==> src/rtl/i2s_frame_bridge.sv <==
// i2s_frame_bridge: elastic, frame-aligned sample buffer between the
// I2S RX and TX codecs, with priming, overflow drop and underrun policy.
module i2s_frame_bridge #(
    parameter int DATA_WIDTH    = 24,
    parameter int NUM_CH        = 2,
    parameter int DEPTH_FRAMES  = 8,
    parameter int PRIME_FRAMES  = 2,
    parameter int UNDERRUN_HOLD = 0,
    localparam int LW = $clog2(DEPTH_FRAMES * NUM_CH) + 1
) (
    input  logic          lmmi_clk_i,
    input  logic          reset_n_i,
    input  logic          en_i,
    input  logic          rx_valid_i,
    input  logic [31:0]   rx_data_i,
    input  logic          tx_req_i,
    output logic [31:0]   tx_data_o,
    input  logic          clear_i,
    output logic [LW-1:0] level_o,
    output logic          running_o,
    output logic          overflow_o,
    output logic          underrun_o
);

    localparam int S         = DEPTH_FRAMES * NUM_CH;
    localparam int AW        = $clog2(S);
    localparam int CW        = (NUM_CH > 1) ? $clog2(NUM_CH) : 1;
    localparam int PRIME_LVL = PRIME_FRAMES * NUM_CH;

    typedef enum logic {
        ST_PRIME,
        ST_RUN
    } state_t;

    state_t state, state_nxt;

    logic [DATA_WIDTH:0] mem [S];
    logic [AW-1:0]       wr_ptr, rd_ptr, rd_nxt;
    logic [LW-1:0]       level, lvl_after_pop, lvl_nxt;
    logic [CW-1:0]       rx_ch, tx_ch;
    logic                frame_acc;
    logic                pop, we, accept, drop_ev, underrun_ev;
    logic                empty, rx_first, rx_last, tx_last;
    logic [DATA_WIDTH:0] head, head_nxt, wentry;
    logic [31:0]         tx_nxt;
    logic                unused_rx;

    assign unused_rx = ^rx_data_i;

    function automatic logic [AW-1:0] inc(input logic [AW-1:0] p);
        return (p == AW'(S - 1)) ? '0 : p + 1'b1;
    endfunction

    function automatic logic [31:0] sext(input logic [DATA_WIDTH-1:0] s);
        return 32'($signed(s));
    endfunction

    assign head      = mem[rd_ptr];
    assign empty     = (level == '0);
    assign rx_first  = (rx_ch == '0);
    assign rx_last   = (rx_ch == CW'(NUM_CH - 1));
    assign tx_last   = (tx_ch == CW'(NUM_CH - 1));
    assign wentry    = {rx_first, rx_data_i[DATA_WIDTH-1:0]};
    assign level_o   = level;
    assign running_o = (state == ST_RUN);

    // Next state, pop/write decisions and the prefetched TX register value.
    always_comb begin
        state_nxt   = state;
        pop         = 1'b0;
        underrun_ev = 1'b0;
        unique case (state)
            ST_PRIME: begin
                pop = !empty && !head[DATA_WIDTH];
                if (!empty && head[DATA_WIDTH] &&
                    level >= LW'(PRIME_LVL) &&
                    ((tx_req_i && tx_last) ||
                     (!tx_req_i && tx_ch == '0)))
                    state_nxt = ST_RUN;
            end
            ST_RUN: begin
                if (tx_req_i) begin
                    if (empty) begin
                        underrun_ev = 1'b1;
                        state_nxt   = ST_PRIME;
                    end else begin
                        pop = 1'b1;
                    end
                end
            end
            default: state_nxt = ST_PRIME;
        endcase

        lvl_after_pop = level - LW'(pop);
        accept        = (lvl_after_pop <= LW'(S - NUM_CH));
        we            = rx_valid_i && (rx_first ? accept : frame_acc);
        drop_ev       = rx_valid_i && rx_first && !accept;
        rd_nxt        = pop ? inc(rd_ptr) : rd_ptr;
        lvl_nxt       = level + LW'(we) - LW'(pop);
        head_nxt      = (we && lvl_after_pop == '0) ? wentry : mem[rd_nxt];

        tx_nxt = tx_data_o;
        if (state_nxt == ST_RUN) begin
            if (lvl_nxt != '0)
                tx_nxt = sext(head_nxt[DATA_WIDTH-1:0]);
            else if (UNDERRUN_HOLD == 0)
                tx_nxt = '0;
        end else if (underrun_ev && UNDERRUN_HOLD == 0) begin
            tx_nxt = '0;
        end
    end

    // Sample storage; only written while enabled.
    always_ff @(posedge lmmi_clk_i) begin
        if (en_i && we)
            mem[wr_ptr] <= wentry;
    end

    // Pointers, level, channel counters, state and TX register.
    always_ff @(posedge lmmi_clk_i) begin
        if (!reset_n_i || !en_i) begin
            state     <= ST_PRIME;
            wr_ptr    <= '0;
            rd_ptr    <= '0;
            level     <= '0;
            rx_ch     <= '0;
            tx_ch     <= '0;
            frame_acc <= 1'b0;
            tx_data_o <= '0;
        end else begin
            state     <= state_nxt;
            rd_ptr    <= rd_nxt;
            level     <= lvl_nxt;
            tx_data_o <= tx_nxt;
            if (we)
                wr_ptr <= inc(wr_ptr);
            if (rx_valid_i) begin
                rx_ch <= rx_last ? '0 : rx_ch + 1'b1;
                if (rx_first)
                    frame_acc <= accept;
            end
            if (tx_req_i)
                tx_ch <= tx_last ? '0 : tx_ch + 1'b1;
        end
    end

    // Sticky status; a set event in the same cycle beats clear_i.
    always_ff @(posedge lmmi_clk_i) begin
        if (!reset_n_i) begin
            overflow_o <= 1'b0;
            underrun_o <= 1'b0;
        end else begin
            if (en_i && drop_ev)
                overflow_o <= 1'b1;
            else if (clear_i)
                overflow_o <= 1'b0;
            if (en_i && underrun_ev)
                underrun_o <= 1'b1;
            else if (clear_i)
                underrun_o <= 1'b0;
        end
    end

endmodule

==> config.mk <==
export PLATFORM = sky130hd
export DESIGN_NAME = i2s_frame_bridge
export DESIGN_NICKNAME = d
export VERILOG_FILES = /design/src/rtl/i2s_frame_bridge.sv
export SDC_FILE = /design/constraint.sdc
export NUM_CORES = 1
export LEC_CHECK = 0
export CAP_MARGIN = 20
export CORE_MARGIN = 2
export CORE_UTILIZATION = 55
export CTS_BUF_LIST = sky130_fd_sc_hd__clkbuf_8
export CTS_CLUSTER_SIZE = 20
export DETAILED_ROUTE_END_ITERATION = 7
export DONT_BUFFER_PORTS = 1
export PLACE_DENSITY = 0.8
export REMOVE_ABC_BUFFERS = 1
export SETUP_SLACK_MARGIN = 0.3
export SYNTH_ARGS = -nofsm -noshare
export SYNTH_HDL_FRONTEND = slang
export SYNTH_SLANG_ARGS = --single-unit
==> constraint.sdc <==
create_clock -name lmmi_clk_i -period 17.2 [get_ports lmmi_clk_i]
set_input_delay 4.3 -clock lmmi_clk_i [delete_from_list [all_inputs] [get_ports lmmi_clk_i]]
set_output_delay 4.3 -clock lmmi_clk_i [all_outputs]
set_load 0.03 [all_outputs]
==> results.md, run 1 <==
- Cells on worst reg2reg path: 26
- Fraction of layout instances using a drive strength above 1: 0.116
- GR Util All Layers: 0.250
- Die W: 185 um
- Cell with the largest stage delay on the worst path: or4_1
- Antenna violation net count after detailed routing: 0
- Count of unique library cells instantiated by Yosys: 65
- Crit path top cell by count: ha_1
- Effective utilization at floorplan: 0.557
- HPWL after detailed placement: 21.4 mm
- Root buffer cell: clkbuf_8
- Number of max-slew violations in the final report: 0
- Switching fraction of total power: 0.318
- Core Box Area: 32500 um^2
- Cell count after placement: roughly 1700
- I/O pins: 78
- Routed wirelength normalized by instance count: about 23 um
- Vias per inst: slightly above 6
- Weighted congestion at the end of routability-driven global placement: 0.839
- P&R area growth vs syn: 9.89%
- Outcome: finished clean
- Arrival time at the worst endpoint: 9590 ps
- End of the worst register-to-register path: tx_data_o[21]
- Hold Vio Cnt, Final: 0
- Part of the Yosys area used for sequential elements: 0.713
- Pin slew with the least headroom to its limit: roughly 1100 ps
- Ys flop type: edfxtp_1
- Cts-stage hold buffer count: 0
- Proportion of power drawn by combinational gates: 0.250
- Pin count of the biggest net entering global routing: slightly below 90
- Number of standard cells in the final layout excluding fillers: between 1500 and 2000
- Residual DRC: 0
- Setup violation total in the final timing report: 0
- Static Leak: 6.55 nW
- Chip Height: between 150 and 200 um
- Cell-internal power: 0.00186 W
- Clk slew on worst S/H paths: 60 ps
- Die Outline Area: 34300 um^2
- Startpoint type of the worst setup path: input pin
- Setup total negative slack: 0 ps
- Post-synth top area share: 0.665
- TritonCTS buffer count: 70
- Worst Setup Path Type: input pin to flop
- Commonest cells in the netlist: edfxtp_1, nand2_1, mux2i_1
- Worst stage delay on the critical path: about 560 ps
- Count of buffers from port buffering: 0
- Post-synth design cell area: around 18000 um^2
- Maximum buffer depth of the clock tree: 3
- Critical-path cell list: nor2b_1 -> nor2_1 -> nand3_2 -> inv_2 -> ha_1 -> ha_1 -> nand2b_1 -> a21oi_1 -> nand3b_1 -> o21ai_1 -> inv_1 -> ha_1 -> inv_1 -> ha_1 -> fa_1 -> a21oi_1 -> o21bai_1 -> xor2_1 -> and3_1 -> a311oi_4 -> buf_4 -> a22oi_1 -> or4_1 -> o21ai_0
- Post-synthesis sequential element count: 443
- Num rows: 66
- Async set-reset flop share out of synthesis: 0
- Yosys warning total: 0
- Post-synthesis cell type with the largest combined area: edfxtp_1
- DRC violation total after the first TritonRoute iteration: 1225
- Startpoint of the most critical setup path: tx_req_i
- Worst slew margin relative to its limit: 0.237
- Clk_lat worst skew: 600 ps
- Highest achievable clock rate: 0.110 GHz
- Net switching power of the design: 0.000868 W
- Most numerous cell in the Yosys netlist: edfxtp_1
- Area contributors post-synth: edfxtp_1, nand2_1, dfxtp_1
- # Post-CTS Setup Buffers: 0
- Post-synth EDFFs: 400
- Average size of a mapped cell: between 10 and 15 um^2
- Sequential Power Share: 0.449
- Crit path capture: tx_data_o[21]
- R2R setup slack: 10490 ps
- Critical path fanouts, max: 24
- Number of cells produced by synthesis: 1316
- Pwr Density: 137 nW/um^2
- Class of the worst hold path: flop to flop
- Share of the cycle needed by the critical path after routing: 0.529
- Number of antenna violations at the first check in global routing: 0
- Number of maximum-capacitance constraint violations: 0
- Routed via count: 11183
- RSZ-0062 raised after global routing: false
- Clk network pwr share: 0.302
- Post_cts resized: 0
- TritonCTS clock tree: built
- Total wirelength of the detailed-routed design: 42.1 mm
- Startpoint of the worst-slack reg-to-reg timing path: level_o[2]
- ANT cells: 0
- Grt ovf: 0
- Clock period minus worst slack: 9090 ps
- H-tree depth: 3
- Drt first pass iters: 5
- Maximum ir drop on the vdd rail: around 0.12 mV
- First-pass GRT wire length: 63.7 mm
- Critical path data required time: 17700 ps
- Critical Path End Type: flop
- Total number of clock tree sinks: 443
- Clock Skews: 25.6 ps
- Final #Nets: 1389
- Number of global-route vias before repair: 11125
-- registers in the layout (all words and copies together) (netlist names), 4 cells and up --
name,cells
level_o,5
wr_ptr,4
rd_ptr,4
tx_data_o,24
mem,400
-- kinds of logic after synthesis --
kind of cell / Yosys count / share of synthesized area
xor+xnor: 9 / 0.00436
compound gates: 209 / 0.0846
simple gates: 458 / 0.112
flops: 443 / 0.713
mux: 84 / 0.0471
fa+ha+maj: 18 / 0.0129
buf+inv: 95 / 0.0263
-- cell type report --
cell class / count / area (um^2)
Tap cell: 442 / 553
Inverter: 17 / 63.8
Timing Repair Buffer: 23 / 185
Multi-Input combinational cell: 778 / 4870
Sequential cell: 443 / 12900
Clock inverter: 48 / 201
Fill cell: 2351 / 12600
Clock buffer: 80 / 1100
-- placed cells by master (no fill, tap or decap), types with 8 or more instances in the layout --
master | Yosys | routed
a211oi_1 | 8 | 8
a21oi_1 | 29 | 29
a222oi_1 | 11 | 11
a22oi_1 | 8 | 8
a31oi_1 | 43 | 43
a32oi_1 | 19 | 19
and2_1 | 10 | 10
and3_1 | 9 | 9
buf_4 | 15 | 22
clkbuf_8 | 0 | 80
clkinv_1 | 0 | 11
dfxtp_1 | 43 | 42
edfxtp_1 | 400 | 400
ha_1 | 17 | 17
inv_1 | 15 | 42
mux2i_1 | 76 | 76
nand2_1 | 256 | 256
nand3_1 | 54 | 54
nand4_1 | 18 | 18
nor2_1 | 61 | 45
nor2_4 | 0 | 14
nor3_1 | 16 | 12
o21ai_0 | 25 | 25
or4_1 | 8 | 8
-- worst min-delay path by stage --
stage | depth (start not counted) | to | start | slack (ps)
after floorplan | 2 | frame_acc | frame_acc | 450
after global placement | 2 | frame_acc | frame_acc | 460
after detailed placement | 2 | frame_acc | frame_acc | 480
after CTS | 2 | frame_acc | frame_acc | 490
after global routing | 2 | frame_acc | frame_acc | 520
final | 2 | frame_acc | frame_acc | 490
-- per-layer routing --
metal	GRT usage	vias to the layer above	part of all wire
li1	-	5023	-
met3	0.0576	111	0.088
met2	0.427	564	0.50
met5	0	-	0
met4	0.106	0	0.032
met1	0.307	5485	0.38
-- stage by stage --
stage | area (um^2) | power, W | util | hold slack (ps) | setup slack, ps
2_1_floorplan | 17700 | 0.00177 | - | 450 | 5610
3_3_place_gp | 18500 | 0.00189 | 0.571 | 462 | 7780
3_5_place_dp | 18500 | 0.00191 | 0.571 | 480 | 7600
4_1_cts | 19800 | 0.00273 | 0.611 | 489 | 8210
5_1_grt | 19900 | 0.00284 | 0.612 | 518 | 7700
6_report | 19900 | 0.00273 | 0.612 | 485 | 8110
-- power groups by stage --
stage | Clock [W] | Sequential (W) | Combinational (W)
3_3_place_gp | 0 | 0.00124 | 0.000646
4_1_cts | 0.000833 | 0.00122 | 0.000671
5_1_grt | 0.000875 | 0.00122 | 0.000744
3_5_place_dp | 0 | 0.00125 | 0.000664
6_report | 0.000822 | 0.00122 | 0.000681
2_1_floorplan | 0 | 0.00124 | 0.000525
-- worst max-delay path, delay by kind of cell --
family | cells | cell delay [ps]
compound gates | 7 | 1250
xor+xnor | 1 | 160
fa+ha+maj | 5 | 1340
buf+inv | 4 | 940
simple gates | 7 | 1580
(Power assumes the default switching activity.)
==> inputs of run 2 (changes only) <==
--- a/config.mk
+++ b/config.mk
@@ -12,7 +12,7 @@
 export CTS_CLUSTER_SIZE = 20
 export DETAILED_ROUTE_END_ITERATION = 7
 export DONT_BUFFER_PORTS = 1
-export PLACE_DENSITY = 0.8
+export PLACE_DENSITY = 0.83
 export REMOVE_ABC_BUFFERS = 1
 export SETUP_SLACK_MARGIN = 0.3
 export SYNTH_ARGS = -nofsm -noshare
==> constraint.sdc (replaced) <==
create_clock -name lmmi_clk_i -period 8.1 [get_ports lmmi_clk_i]
set_input_delay 2.025 -clock lmmi_clk_i [delete_from_list [all_inputs] [get_ports lmmi_clk_i]]
set_output_delay 2.025 -clock lmmi_clk_i [all_outputs]
set_load 0.03 [all_outputs]
==> results.md, run 2 (synthesis gave the netlist of run 1 again) <==
- # Post-CTS Setup Buffers: 0
- Antenna violation net count after detailed routing: 0
- Clock period minus worst slack: 6840 ps
- Vias per inst: 6.23
- Highest achievable clock rate: ~0.15 GHz
- PnR worst setup slack: 1260 ps
- Met3 Track Usage GR: 0.0517
- Die W: 185 um
- Critical-path cell list: nor2b_1 -> nor2_1 -> nand3_2 -> inv_2 -> ha_1 -> ha_1 -> nand2b_1 -> a21oi_1 -> nand3b_1 -> o21ai_1 -> inv_1 -> ha_1 -> inv_1 -> ha_1 -> fa_1 -> a21oi_1 -> o21bai_1 -> xor2_1 -> and3_1 -> a311oi_4 -> a22oi_1 -> or4_1 -> o21ai_0
- Worst stage delay on the critical path: 600 ps
- Number of max-slew violations in the final report: 0
- Routed wirelength normalized by instance count: 23.5 um
- RSZ-0062 raised after global routing: false
- Crit path top cell by count: ha_1
- Total wirelength of the detailed-routed design: 42.9 mm
- TritonCTS buffer count: 69
- Class of the worst hold path: flop to flop
- Share of the cycle needed by the critical path after routing: 0.844
- Residual DRC: 0
- Static Leak: 6.55 nW
- Maximum ir drop on the vdd rail: approximately 0.20 mV
- ANT cells: 0
- Weighted congestion at the end of routability-driven global placement: 0.871
- Cell with the largest stage delay on the worst path: a311oi_4
- Flip-flop count of the largest register after layout: 400
- Startpoint type of the worst setup path: input pin
- Final #Nets: ~1400
- Critical path data required time: 8610 ps
- Largest register by flop count: mem
- GR Util All Layers: 0.251
- Maximum buffer depth of the clock tree: 3
- Number of stages on the worst hold path: 2
- R2R setup slack: 1470 ps
- Num rows: 66
- I/O pins: 78
- P&R area growth vs syn: 10.2%
- DRC violation total after the first TritonRoute iteration: 1465
- Number of antenna violations at the first check in global routing: 0
- Routed via count: 11376
- HPWL after detailed placement: 22.4 mm
- Final core utilization: 0.614
- Clock Skews: 17.7 ps
- H-tree depth: 3
- Commonest cells after routing, fill and taps aside: edfxtp_1, nand2_1, mux2i_1, clkbuf_8, nand3_1
- Total number of clock tree sinks: 443
- Count of buffers from port buffering: 0
- Number of global-route vias before repair: 11483
- Pwr Density: 294 nW/um^2
- Setup violation total in the final timing report: 0
- Most common library cell in the layout ignoring fill and taps: edfxtp_1
- Post_cts resized: 0
- Core Box Area: ~32000 um^2
- Outcome: finished clean
- Pin slew with the least headroom to its limit: ~1200 ps
- TritonCTS clock tree: built
- Hold EP: frame_acc
- Met1 Use GR: 0.305
- Cells on worst reg2reg path: 25
- Startpoint of the worst-slack reg-to-reg timing path: level_o[2]
- End of the worst register-to-register path: tx_data_o[21]
- Effective utilization at floorplan: 0.557
- Worst Setup Path Type: input pin to flop
- # fillers: 2283
- Drt first pass iters: 8
- Worst slew margin relative to its limit: 0.216
- Arrival time at the worst endpoint: 7350 ps
- Hold Vio Cnt, Final: 0
- Critical path fanouts, max: 8
- Clk slew on worst S/H paths: ~60 ps
- Fraction of layout instances using a drive strength above 1: 0.120
- Cts-stage hold buffer count: 0
- First-pass GRT wire length: 64.2 mm
- Placement Setup Slack: a little over 800 ps
- Number of maximum-capacitance constraint violations: 0
- Root buffer cell: clkbuf_8
- Pin count of the biggest net entering global routing: 100
- Die Outline Area: 34300 um^2
- Origin of the worst min-delay path: frame_acc
- Clk_lat worst skew: approximately 590 ps
- Grt ovf: 0
- Chip Height: 185 um
- Met2 capacity usage during global routing: 0.432
- Critical Path End Type: flop
- Global-route layer with the greatest usage: met2
[run 2: cell count changes in the layout (fill, tap and decap cells not counted), sizes merged]
cell | previous run | this run
inv | 45 | 39
clkbuf | 80 | 76
bufinv | 0 | 3
clkinvlp | 2 | 4
[run 2: how the worst max path moves through the flow]
stage	start	to	slack, ps	cells after the start
2_1_floorplan	tx_req_i	tx_data_o[3]	-1220	8
3_3_place_gp	tx_req_i	tx_data_o[3]	1000	22
3_5_place_dp	tx_req_i	tx_data_o[21]	830	23
4_1_cts	tx_req_i	tx_data_o[21]	1420	23
5_1_grt	tx_req_i	tx_data_o[21]	960	23
6_report	tx_req_i	tx_data_o[21]	1260	23
[run 2: per-stage QoR]
step	area (um^2)	hold slack, ps	cells	power, W	setup TNS [ps]
5_1_grt	19900	483	1826	0.00608	0
3_5_place_dp	18500	468	1701	0.00406	0
4_1_cts	19900	476	1824	0.00585	0
6_report	19900	477	1826	0.00586	0
2_1_floorplan	17700	450	1238	0.00376	-14800
3_3_place_gp	18500	463	1701	0.00401	0
[run 2: final cells by class]
| class | instances | area (um^2) | area share |
|---|---|---|---|
| sequential | 443 | 12900 | 0.646 |
| multi-input combinational | 778 | 4880 | 0.245 |
| clock buffer | 76 | 1050 | 0.0525 |
| tap | 442 | 553 | 0.0278 |
| clock inverter | 47 | 292 | 0.0146 |
| timing repair buffer | 23 | 205 | 0.0103 |
| inverter | 17 | 63.8 | 0.00320 |
[run 2: critical path: cells and delay by family]
| family | cells | cell delay (ps) |
|---|---|---|
| adders and majority gates | 5 | 1370 |
| and+or+nand+nor | 7 | 1650 |
| xor gates and xnor gates | 1 | 150 |
| buffers and inverters | 3 | 500 |
| AOI/OAI and AO/OA | 7 | 1630 |
[run 2: power breakdown]
| group | switching [W] | internal [W] | total, W |
|---|---|---|---|
| clock | 0.000850 | 0.000963 | 0.00181 |
| sequential | 0.0000555 | 0.00254 | 0.00260 |
| combinational | 0.000961 | 0.000491 | 0.00145 |
| total | 0.00187 | 0.00400 | 0.00586 |
[run 2: layer usage]
metal  share of wire  vias to the layer above
met5               0                        -
met4           0.033                        0
met3           0.099                      138
met2            0.51                      661
met1            0.36                     5563
li1                -                     5014
